==> src/rtl/accel_mem_pkg.sv <==
// -----------------------------------------------------------------------------
// accel_mem_pkg
//
// Shared definitions for the accelerator memory command path:
//   - access size encodings carried on req_size
//   - bit positions inside the 128-bit packed command word
//   - FSM state constants used by accel_mem_cmd_packer
//   - helpers for the misalignment rule and command-word packing
// -----------------------------------------------------------------------------
package accel_mem_pkg;

  // Access size encodings.
  localparam logic [1:0] SZ8  = 2'd0;
  localparam logic [1:0] SZ16 = 2'd1;
  localparam logic [1:0] SZ32 = 2'd2;
  localparam logic [1:0] SZ64 = 2'd3;

  // Packed command word layout. Bits 31 and 127:99 are always zero.
  localparam int CMD_W    = 128;
  localparam int ADDR_LSB = 0;
  localparam int ADDR_W   = 31;
  localparam int DATA_LSB = 32;
  localparam int DATA_W   = 64;
  localparam int FLAG8    = 96;
  localparam int FLAG16   = 97;
  localparam int FLAG64   = 98;

  // FSM states of the command packer.
  typedef logic [1:0] state_t;
  localparam state_t ST_IDLE    = 2'd0;
  localparam state_t ST_CMD     = 2'd1;
  localparam state_t ST_RD_WAIT = 2'd2;
  localparam state_t ST_RESP    = 2'd3;

  // An access is misaligned when it would cross an 8-byte boundary.
  // Four bits are enough: the worst case is 7 + 8 = 15.
  function automatic logic is_misaligned(input logic [2:0] addr_lo,
                                         input logic [1:0] size);
    logic [3:0] span;
    span = 4'd1 << size;
    return (({1'b0, addr_lo} + span) > 4'd8);
  endfunction

  // Build the command word. Store data goes out unshifted; the bridge
  // does the byte-lane steering. 32-bit accesses set none of the flags.
  function automatic logic [CMD_W-1:0] pack_cmd(input logic [ADDR_W-1:0] addr,
                                                input logic [DATA_W-1:0] wdata,
                                                input logic [1:0]        size);
    logic [CMD_W-1:0] w;
    w = '0;
    w[ADDR_LSB +: ADDR_W] = addr;
    w[DATA_LSB +: DATA_W] = wdata;
    w[FLAG8]              = (size == SZ8);
    w[FLAG16]             = (size == SZ16);
    w[FLAG64]             = (size == SZ64);
    return w;
  endfunction

endpackage

==> src/rtl/accel_load_extend.sv <==
// -----------------------------------------------------------------------------
// accel_load_extend
//
// Combinational load-data formatter: keeps the low 8/16/32/64 bits of the
// incoming data according to the access size and either zero-fills or
// sign-extends the remaining upper bits.
//
// Ports:
//   data_i   [63:0]  raw load data, already right-aligned
//   size_i   [1:0]   access size (SZ8/SZ16/SZ32/SZ64)
//   signed_i         1 = replicate the top bit of the field upward
//   data_o   [63:0]  formatted load result
// -----------------------------------------------------------------------------
module accel_load_extend
  import accel_mem_pkg::*;
(
  input  logic [63:0] data_i,
  input  logic [1:0]  size_i,
  input  logic        signed_i,
  output logic [63:0] data_o
);

  logic ext8;
  logic ext16;
  logic ext32;

  // Fill bit for each size: the field's top bit when signed, else zero.
  assign ext8  = signed_i & data_i[7];
  assign ext16 = signed_i & data_i[15];
  assign ext32 = signed_i & data_i[31];

  always_comb begin
    data_o = data_i;
    case (size_i)
      SZ8:     data_o = {{56{ext8}},  data_i[7:0]};
      SZ16:    data_o = {{48{ext16}}, data_i[15:0]};
      SZ32:    data_o = {{32{ext32}}, data_i[31:0]};
      default: data_o = data_i;
    endcase
  end

endmodule

==> src/rtl/accel_mem_cmd_packer.sv <==
// -----------------------------------------------------------------------------
// accel_mem_cmd_packer
//
// Accelerator-side Avalon-MM initiator. Takes one scalar load/store at a
// time, packs it into the bridge's 128-bit command word, runs the bus
// handshake and returns a registered one-cycle response.
//
// Handshakes:
//   Request side: a request transfers on a rising edge where req_valid and
//   req_ready are both high; the request fields are sampled only then.
//   Bus side: a command stays asserted with stable writedata until a cycle
//   in which waitrequest is low; that cycle's edge is the acceptance.
//   readdatavalid is honoured only while a load is outstanding (in the
//   acceptance cycle itself or afterwards in RD_WAIT).
//
// Ports:
//   clk, reset                      clock, asynchronous active-high reset
//   req_valid / req_ready           request handshake
//   req_write, req_addr, req_wdata  store flag, byte address, store data
//   req_size, req_signed            access size, sign-extend loads
//   resp_valid, resp_err,
//   resp_rdata                      registered completion pulse and data
//   address_to_bridge               tied to 0
//   writedata_to_bridge             packed command word
//   write_to_bridge, read_to_bridge Avalon strobes
//   readdata_from_bridge            load data (bits 63:0 used)
//   waitrequest_from_bridge,
//   readdatavalid_from_bridge       Avalon flow control
// -----------------------------------------------------------------------------
module accel_mem_cmd_packer
  import accel_mem_pkg::*;
#(
  parameter int TIMEOUT_CYCLES = 1024,
  parameter int CNT_W          = 11
) (
  input  logic         clk,
  input  logic         reset,
  input  logic         req_valid,
  output logic         req_ready,
  input  logic         req_write,
  input  logic [30:0]  req_addr,
  input  logic [63:0]  req_wdata,
  input  logic [1:0]   req_size,
  input  logic         req_signed,
  output logic         resp_valid,
  output logic         resp_err,
  output logic [63:0]  resp_rdata,
  output logic         address_to_bridge,
  output logic [127:0] writedata_to_bridge,
  output logic         write_to_bridge,
  output logic         read_to_bridge,
  input  logic [127:0] readdata_from_bridge,
  input  logic         waitrequest_from_bridge,
  input  logic         readdatavalid_from_bridge
);

  localparam logic [CNT_W:0] TO_LIMIT = TIMEOUT_CYCLES[CNT_W:0];

  state_t             state_q, state_d;
  logic [CMD_W-1:0]   cmd_q, cmd_d;
  logic               is_store_q, is_store_d;
  logic [1:0]         size_q, size_d;
  logic               signed_q, signed_d;
  logic               write_q, write_d;
  logic               read_q, read_d;
  logic               ready_q;
  logic [CNT_W-1:0]   cnt_q, cnt_d;
  logic [CNT_W:0]     cnt_nxt;
  logic               timeout_hit;
  logic               resp_valid_q, resp_valid_d;
  logic               resp_err_q, resp_err_d;
  logic [63:0]        resp_rdata_q, resp_rdata_d;
  logic [63:0]        load_ext;
  logic               accept;
  logic               unused_rd_hi;

  // The bridge already shifts read data down; only the low 64 bits matter.
  assign unused_rd_hi = ^readdata_from_bridge[127:64];

  accel_load_extend u_load_extend (
    .data_i   (readdata_from_bridge[63:0]),
    .size_i   (size_q),
    .signed_i (signed_q),
    .data_o   (load_ext)
  );

  assign accept = req_valid & ready_q;

  // The counter is loaded with 1 at acceptance, so it holds the number of
  // cycles elapsed since the request was taken. Aborting when the next value
  // reaches TIMEOUT_CYCLES lands the error response exactly TIMEOUT_CYCLES
  // cycles after acceptance. A completing handshake in the same cycle wins.
  assign cnt_nxt     = {1'b0, cnt_q} + {{CNT_W{1'b0}}, 1'b1};
  assign timeout_hit = (TIMEOUT_CYCLES != 0) && (cnt_nxt >= TO_LIMIT);

  always_comb begin
    state_d      = state_q;
    cmd_d        = cmd_q;
    is_store_d   = is_store_q;
    size_d       = size_q;
    signed_d     = signed_q;
    write_d      = write_q;
    read_d       = read_q;
    cnt_d        = cnt_q;
    resp_valid_d = 1'b0;
    resp_err_d   = 1'b0;
    resp_rdata_d = '0;

    case (state_q)
      ST_IDLE: begin
        if (accept) begin
          if (is_misaligned(req_addr[2:0], req_size)) begin
            // No bus cycle; report the error straight away.
            state_d      = ST_RESP;
            resp_valid_d = 1'b1;
            resp_err_d   = 1'b1;
          end else begin
            state_d    = ST_CMD;
            cmd_d      = pack_cmd(req_addr, req_wdata, req_size);
            is_store_d = req_write;
            size_d     = req_size;
            signed_d   = req_signed;
            write_d    = req_write;
            read_d     = ~req_write;
            cnt_d      = {{(CNT_W-1){1'b0}}, 1'b1};
          end
        end
      end

      ST_CMD: begin
        cnt_d = cnt_nxt[CNT_W-1:0];
        if (!waitrequest_from_bridge) begin
          write_d = 1'b0;
          read_d  = 1'b0;
          if (is_store_q) begin
            state_d      = ST_RESP;
            resp_valid_d = 1'b1;
          end else if (readdatavalid_from_bridge) begin
            // Zero-latency slave: data comes back with the acceptance.
            state_d      = ST_RESP;
            resp_valid_d = 1'b1;
            resp_rdata_d = load_ext;
          end else begin
            state_d = ST_RD_WAIT;
          end
        end else if (timeout_hit) begin
          write_d      = 1'b0;
          read_d       = 1'b0;
          state_d      = ST_RESP;
          resp_valid_d = 1'b1;
          resp_err_d   = 1'b1;
        end
      end

      ST_RD_WAIT: begin
        cnt_d = cnt_nxt[CNT_W-1:0];
        if (readdatavalid_from_bridge) begin
          state_d      = ST_RESP;
          resp_valid_d = 1'b1;
          resp_rdata_d = load_ext;
        end else if (timeout_hit) begin
          state_d      = ST_RESP;
          resp_valid_d = 1'b1;
          resp_err_d   = 1'b1;
        end
      end

      ST_RESP: begin
        // The response registers are high during this single cycle.
        state_d = ST_IDLE;
      end

      default: begin
        state_d = ST_IDLE;
        write_d = 1'b0;
        read_d  = 1'b0;
      end
    endcase
  end

  always_ff @(posedge clk or posedge reset) begin
    if (reset) begin
      state_q      <= ST_IDLE;
      cmd_q        <= '0;
      is_store_q   <= 1'b0;
      size_q       <= SZ8;
      signed_q     <= 1'b0;
      write_q      <= 1'b0;
      read_q       <= 1'b0;
      ready_q      <= 1'b0;
      cnt_q        <= '0;
      resp_valid_q <= 1'b0;
      resp_err_q   <= 1'b0;
      resp_rdata_q <= '0;
    end else begin
      state_q      <= state_d;
      cmd_q        <= cmd_d;
      is_store_q   <= is_store_d;
      size_q       <= size_d;
      signed_q     <= signed_d;
      write_q      <= write_d;
      read_q       <= read_d;
      // Registered copy of (state == IDLE); held low while in reset so
      // every output reads 0 until the first clock after release.
      ready_q      <= (state_d == ST_IDLE);
      cnt_q        <= cnt_d;
      resp_valid_q <= resp_valid_d;
      resp_err_q   <= resp_err_d;
      resp_rdata_q <= resp_rdata_d;
    end
  end

  assign req_ready           = ready_q;
  assign resp_valid          = resp_valid_q;
  assign resp_err            = resp_err_q;
  assign resp_rdata          = resp_rdata_q;
  assign address_to_bridge   = 1'b0;
  assign writedata_to_bridge = cmd_q;
  assign write_to_bridge     = write_q;
  assign read_to_bridge      = read_q;

endmodule

==> config.mk <==
export PLATFORM = sky130hd
export DESIGN_NAME = accel_mem_cmd_packer
export DESIGN_NICKNAME = d
export VERILOG_FILES = /design/src/rtl/accel_mem_pkg.sv /design/src/rtl/accel_load_extend.sv /design/src/rtl/accel_mem_cmd_packer.sv
export SDC_FILE = /design/constraint.sdc
export NUM_CORES = 1
export LEC_CHECK = 0
export BUFFER_PORTS_ARGS = -buffer_cell sky130_fd_sc_hd__buf_2
export CORE_AREA = 2 2 166 168
export DETAILED_ROUTE_END_ITERATION = 16
export DIE_AREA = 0 0 168 170
export PLACE_DENSITY = 0.62
export SETUP_SLACK_MARGIN = 0.1
export SKIP_CTS_REPAIR_TIMING = 1
export SLEW_MARGIN = 20
export SYNTH_ARGS = -nofsm -noshare
export SYNTH_HDL_FRONTEND = slang
export SYNTH_HIERARCHICAL = 1
export SYNTH_SLANG_ARGS = --single-unit
==> constraint.sdc <==
create_clock -name clk -period 5.9 [get_ports clk]
set_input_delay 0.59 -clock clk [delete_from_list [all_inputs] [get_ports clk]]
set_output_delay 0.59 -clock clk [all_outputs]
set_load 0.1 [all_outputs]
==> results of run 1 <==
sequential cells by signal, indices dropped and copies added (netlist names):
register and flops:
writedata_to_bridge 98, resp_rdata 64, cnt_q 11, size_q 2, state_q 2, is_store_q 1
read_to_bridge 1, req_ready 1, resp_err 1, resp_valid 1, signed_q 1, write_to_bridge 1
metal layers:
metal	global-route usage [%]	vias up	wire length, um
met5	0	-	13
met4	3.440	2	177
met3	6.395	12	2197
met2	25.53	269	10600
met1	16.31	2981	8205
li1	-	2900	-
placed cells by master, fill, tap and decap left out, types with 3 or more instances in the layout:
cell type,Yosys,routed
buf_4,40,7
dfrtp_1,184,183
a22o_1,6,6
a2bb2oi_1,3,3
nor2_1,9,8
o21ai_0,28,28
nand3_1,39,39
clkbuf_16,0,17
conb_1,1,31
a31oi_1,3,3
clkinv_4,0,5
o211ai_2,15,14
and3_1,3,3
o21ai_1,6,6
nand2_1,39,39
and2_1,66,66
nor2b_1,4,4
a21oi_1,5,5
inv_1,13,12
ha_1,9,9
inv_8,0,4
mux2_2,98,98
o211ai_1,20,20
buf_2,21,334
nor3_1,6,6
synthesized netlist by cell type (all sizes together) (2+ instances only):
library cell,n
a221o,2
o21ai,34
or4,2
nand2,39
nor3,6
clkbuf,20
and2,66
nand2b,3
a31oi,3
a2bb2oi,3
nor2,9
a21oi,5
buf,64
nand3,40
and3,3
inv,13
dfrtp,184
o31a,2
ha,9
o2bb2ai,2
o211ai,35
nor2b,4
mux2,98
a22o,6
mux2i,3
o21a,2
final cells by class:
cell class,instances,area (um2),share of cell area [%]
clock inverter,13,157.7,1.483
sequential,184,4606,43.32
inverter,13,56.30,0.5296
tap,341,426.7,4.013
antenna,2,5.005,0.04708
timing repair buffer,342,1744,16.41
multi-input combinational,424,3183,29.94
clock buffer,19,452.9,4.260
worst max-delay path: stages:
cell      delay, ns
buf_2          0.13
nor2_1         0.14
ha_1           0.19
inv_1          0.06
fa_1           0.37
xnor2_1        0.24
o32ai_2        0.16
o211ai_4       0.18
buf_4          0.72
mux2_2         0.43
worst min-delay path by stage:
stage / startpoint / endpoint / slack (ns) / cells after the start
floorplan: size_q[0] / size_q[0] / 0.48 / 1
global placement: writedata_to_bridge[98] / writedata_to_bridge[98] / 0.46 / 2
detailed placement: writedata_to_bridge[1] / writedata_to_bridge[1] / 0.47 / 2
CTS: reset / writedata_to_bridge[75] / 0.15 / 2
global route: reset / writedata_to_bridge[75] / 0.17 / 2
finish: reset / writedata_to_bridge[40] / 0.16 / 2
logic make-up after synthesis:
group                    count (synthesis)
AO/OA/AOI/OAI                          102
XOR/XNOR                                 1
adder cells (fa/ha/maj)                 10
buffers and inverters                   97
flip-flops                             184
multiplexers                           101
other                                    1
AND/OR/NAND/NOR                        179
through the flow:
stage / hold slack, ns / instance area, um2 / utilization (%)
after floorplan: 0.4807 / 8328 / -
after global placement: 0.4644 / 9991 / 37.49
after detailed placement: 0.4705 / 9991 / 37.49
after CTS: 0.1512 / 10600 / 39.78
after global routing: 0.1673 / 10630 / 39.88
final: 0.1617 / 10630 / 39.89
==> metrics.csv, run 1 <==
stage;metric;value;unit
timing;maxSlewViolCount;0;
place;pre_cts_ws;2.436;ns
cells_and_area;nets;1224;
synth;synth_top_family_by_area;multiplexers;
global_routing;grt.overflow.total;0;
critical_path;rr_worst_depth;6;
global_routing;grt_pass1_vias;6072;
place;placed_cells;1303;
critical_path;reg2reg_from;state_q[0];
place;place.gp.congestion;0.8041;
cells_and_area;areaGrowthSynthToFinish;29.41;%
critical_path;cp_max_fo;78;
clocking;cts_buffers;17;
timing;finalHoldViolCount;0;
die;die_w;168;um
cells_and_area;final_cells;1338;
global_routing;grtUsageTotal;14.56;%
timing;finalCriticalPeriod;3.024;ns
detailed_routing;drtIter0Drc;210;
cells_and_area;drive_gt1_share;50.05;%
synth;synth_xor_area_share;0.1066;%
synth;synth.distinct_cells;52;
timing;report.final.setup_viol;0;
timing;tightest_slew;1.050;ns
timing;period_share;51.25;%
detailed_routing;vias;6164;
synth;yosys.area_share.simple;11.76;%
timing;fin_tns_setup;0;ns
critical_path;crit_required;6.20;ns
worst_hold_path;min_path_type;input port to async pin;
synth;synth_edf_count;0;
global_routing;grt_pass1_wl;33010;um
place;port_buffers;334;
clocking;htree_levels;4;
clocking;cts_sinks;184;
synth;ys_seq_elements;184;
critical_path;worstSetupPathType;input port to register;
die;io_pins;430;
critical_path;cp.arrival;3.32;ns
timing;fin_worst_skew;0.01319;ns
critical_path;r2r-end;cnt_q[2];
synth;synth_compound_area_share;9.610;%
cells_and_area;fillers;2653;
synth;ys_top_cells_by_area;dfrtp_1 (56%), mux2_2 (13%), and2_1 (5.0%);
synth;synthCells;675;
die;row_count;60;
synth;yosysTopAreaCell;dfrtp_1;
synth;syn_avg_cell_area;12.17;um2
die;die_area;28560;um2
detailed_routing;drc;0;
detailed_routing;routedWlPerCell;15.84;um
synth;synth_top_area_share;56.05;%
synth;synthFlopType;dfrtp_1;
synth;synth_fa_ha_area_share;1.614;%
clocking;clk_pin_slew;0.08;ns
critical_path;crit_path_start;req_size[1];
critical_path;reg2reg_slack;3.53;ns
synth;ys.warnings.count;6;
clocking;cts_buffer_depth;2;
synth;synth_mux_area_share;13.95;%
detailed_routing;routed_wl;21200;um
die;core_area;26650;um2
clocking;cts_tree;built;
timing;layout_setup_ws;2.876;ns
synth;seq_area_frac_synth;56.05;%
synth;async_reset_ff_share;100.0;%
critical_path;endpoint_kind;register;
critical_path;crit_end;writedata_to_bridge[84];
detailed_routing;first_pass_iters;6;
detailed_routing;ant_nets;0;
synth;netlist_area;8215;um2
timing;max-slew-margin-rel;29.97;%
timing;rsz0062_at_grt;false;
die;die-height;170;um
clocking;clock_latency;0.42;ns
timing;fmaxAchievable;0.3307;GHz
detailed_routing;drt-vias-per-instance;4.607;
global_routing;grt_max_degree;79;
run;cap_violations;0;
run_status;run_status;completed;
global_routing;antenna_found_initial;2;
clocking;root_buffer;clkbuf_16;
place;hpwl;15140;um
die;start_util;30.83;%
critical_path;startpoint_type;input port;
Power of run 1 is not shown: default switching activity piles up to over one toggle a cycle in this logic, so the estimate is an artifact.
==> inputs of run 2 (changes only) <==
- ABC_AREA: not set -> 1
- CORE_AREA: 2 2 166 168 -> 2 2 167 169
- DIE_AREA: 0 0 168 170 -> 0 0 169 171
- PLACE_DENSITY: 0.62 -> 0.6
- clock period: 5.9 -> 3 ns (I/O delays scaled with it)
==> metrics.csv, run 2 <==
stage;metric;value;unit;change
die;io_pins;430;;unchanged
synth;seq_area_frac_synth;55.32;%;was 56.05%
worst_hold_path;min_path_type;input port to async pin;;unchanged
detailed_routing;first_pass_iters;4;;was 6
cells_and_area;areaGrowthSynthToFinish;28.70;%;was 29.41%
clocking;root_buffer;clkbuf_16;;unchanged
global_routing;grt_pass1_vias;6688;;was 6072
timing;maxSlewViolCount;0;;unchanged
cells_and_area;final_cell_mix;nand2_1 (353), buf_2 (334), dfrtp_1 (183);;was buf_2 (334), dfrtp_1 (183), mux2_2 (98)
cells_and_area;drive_gt1_share;32.69;%;was 50.05%
synth;async_reset_ff_share;100.0;%;unchanged
cells_and_area;diodes;0;;was 2
place;hpwl;16420;um;was 15140 um
synth;syn_avg_cell_area;8.998;um2;was 12.17 um2
detailed_routing;ant_nets;0;;unchanged
die;core_area;27320;um2;was 26650 um2
timing;fmaxAchievable;0.4440;GHz;
cells_and_area;final_cells;1591;;was 1338
timing;period_share;75.07;%;
critical_path;cp.arrival;2.61;ns;was 3.32 ns
detailed_routing;vias;7112;;was 6164
critical_path;worstSetupPathType;register to register;;was input port to register
global_routing;grt_pass1_wl;35750;um;was 33010 um
critical_path;reg2reg_slack;0.75;ns;was 3.53 ns
synth;ys_top_cells_by_area;dfrtp_1 (55%), nand2_1 (16%), nor3b_1 (5.8%);;was dfrtp_1 (56%), mux2_2 (13%), and2_1 (5.0%)
detailed_routing;drc;0;;unchanged
timing;rsz0062_at_grt;false;;unchanged
synth;synthFlopType;dfrtp_1;;unchanged
die;die_w;169;um;was 168 um
die;start_util;30.46;%;was 30.83%
global_routing;antenna_found_initial;1;;was 2
cells_and_area;layout_commonest_cell;nand2_1;;was buf_2
place;port_buffers;334;;unchanged
synth;ys_seq_elements;184;;unchanged
synth;synth.distinct_cells;31;;was 52
critical_path;crit_chain;inv_1, ha_1, inv_1, o21ai_2, o21ai_0, o21ai_1;;was buf_2, nor2_1, ha_1, inv_1, fa_1, xnor2_1, o32ai_2, o211ai_4, buf_4, mux2_2
clocking;cts_sinks;184;;unchanged
timing;finalHoldViolCount;0;;unchanged
critical_path;critPathMaxStageDelay;0.64;ns;was 0.72 ns
cells_and_area;nets;1474;;was 1224
global_routing;grtUsageTotal;15.80;%;was 14.56%
synth;netlist_area;8323;um2;was 8215 um2
run;cap_violations;0;;unchanged
critical_path;critPathMostFrequentCell;inv_1;;
die;die-height;171;um;was 170 um
timing;tightest_slew;0.8616;ns;was 1.050 ns
critical_path;cp_max_fo;22;;was 78
place;placed_cells;1559;;was 1303
timing;hold_ws;0.02728;ns;was 0.1617 ns
global_routing;grt.overflow.total;0;;unchanged
critical_path;cp_slowest_cell;o21ai_2;;was buf_4
critical_path;rr_worst_depth;6;;unchanged
clocking;htree_levels;4;;unchanged
synth;synth_top_area_share;55.32;%;was 56.05%
timing;finalCriticalPeriod;2.252;ns;
timing;fin_worst_skew;0.009903;ns;was 0.01319 ns
synth;synth_common_cells;nand2_1 (355), dfrtp_1 (184), nand3_1 (67);;was dfrtp_1 (184), mux2_2 (98), and2_1 (66)
clocking;clk_pin_slew;0.07;ns;was 0.08 ns
timing;max-slew-margin-rel;42.44;%;was 29.97%
detailed_routing;routed_wl;23200;um;was 21200 um
critical_path;startpoint_type;register;;was input port
detailed_routing;routedWlPerCell;14.58;um;was 15.84 um
critical_path;crit_required;3.36;ns;was 6.20 ns
die;die_area;28900;um2;was 28560 um2
synth;synth_edf_count;0;;unchanged
critical_path;path_buf_inv;2;;was 3
clocking;cts_buffer_depth;2;;unchanged
detailed_routing;drtIter0Drc;452;;was 210
critical_path;critPathTopFamily;compound AO/OA/AOI/OAI gates;;was buffers and inverters
cells_and_area;largest_register_ffs;98;;unchanged
global_routing;grt_max_degree;72;;was 79
cells_and_area;fillers;2827;;was 2653
critical_path;endpoint_kind;register;;unchanged
critical_path;reg2reg_from;state_q[0];;unchanged
synth;synthCells;925;;was 675
timing;fin_tns_setup;0;ns;unchanged
detailed_routing;drt-vias-per-instance;4.470;;was 4.607
synth;yosysTopAreaCell;dfrtp_1;;unchanged
critical_path;r2r-end;cnt_q[0];;was cnt_q[2]
clocking;cts_buffers;17;;unchanged
place;place.gp.congestion;0.7908;;was 0.8041
die;row_count;61;;was 60
clocking;cts_tree;built;;unchanged
synth;synthMostInstantiatedCell;nand2_1;;was dfrtp_1
run_status;run_status;completed;;unchanged
timing;report.final.setup_viol;0;;unchanged
clocking;clock_latency;0.43;ns;was 0.42 ns
synth;ys.warnings.count;6;;unchanged
run 2: changes by cell type in the layout (fill, tap and decap cells not counted), moves of 23 or more:
cell	delta
nand3_1	+28
nor3b_1	+64
and2_1	-66
nand2_1	+314
mux2_2	-98
nand4_1	+35
inv_1	+23
run 2: cells by family after synthesis:
family | count (synthesis) | share of synthesized area [%]
AO/OA/AOI/OAI | 40 | 2.646
XOR/XNOR | 7 | 0.7366
flip-flops | 184 | 55.32
adder cells (fa/ha/maj) | 10 | 1.594
buffers and inverters | 139 | 9.681
other | 1 | 0.04506
AND/OR/NAND/NOR | 544 | 29.98
run 2: how the worst max path moves through the flow:
stage          slack [ns]  depth (start not counted)   startpoint                      end
6_report             0.75                          6   state_q[0]                 cnt_q[0]
5_1_grt              0.49                          6   state_q[0]                 cnt_q[0]
4_1_cts              0.75                          5   state_q[0]           resp_rdata[29]
3_5_place_dp         0.38                         13  req_size[1]  writedata_to_bridge[49]
3_3_place_gp         0.46                         13  req_size[1]  writedata_to_bridge[84]
2_1_floorplan        0.34                          1        reset                 cnt_q[0]
run 2: area by class of cell:
cell class	count	area, um2	share of cell area (%)
Multi-Input combinational cell	632	3044	28.42
Tap cell	346	432.9	4.042
Inverter	38	146.4	1.367
Clock buffer	19	452.9	4.228
Sequential cell	184	4606	43.00
Clock inverter	13	95.09	0.8877
Timing Repair Buffer	359	1934	18.06
run 2: per-layer routing:
| metal | GRT usage [%] | wire [um] | vias up |
|---|---|---|---|
| met5 | 0 | 17 | - |
| met1 | 20.33 | 10190 | 3303 |
| met4 | 5.686 | 505 | 4 |
| li1 | - | - | 3507 |
| met2 | 25.39 | 10840 | 264 |
| met3 | 4.626 | 1646 | 34 |
run 2: through the flow:
step	cell area, um2	worst slack, ns	util, %
finish	10710	0.7480	39.20
global route	10710	0.4902	39.20
CTS	10710	0.7526	39.20
detailed placement	10160	0.3805	37.20
global placement	10160	0.4616	37.20
floorplan	8439	0.3355	-
Power of run 2 is left out for the same reason.
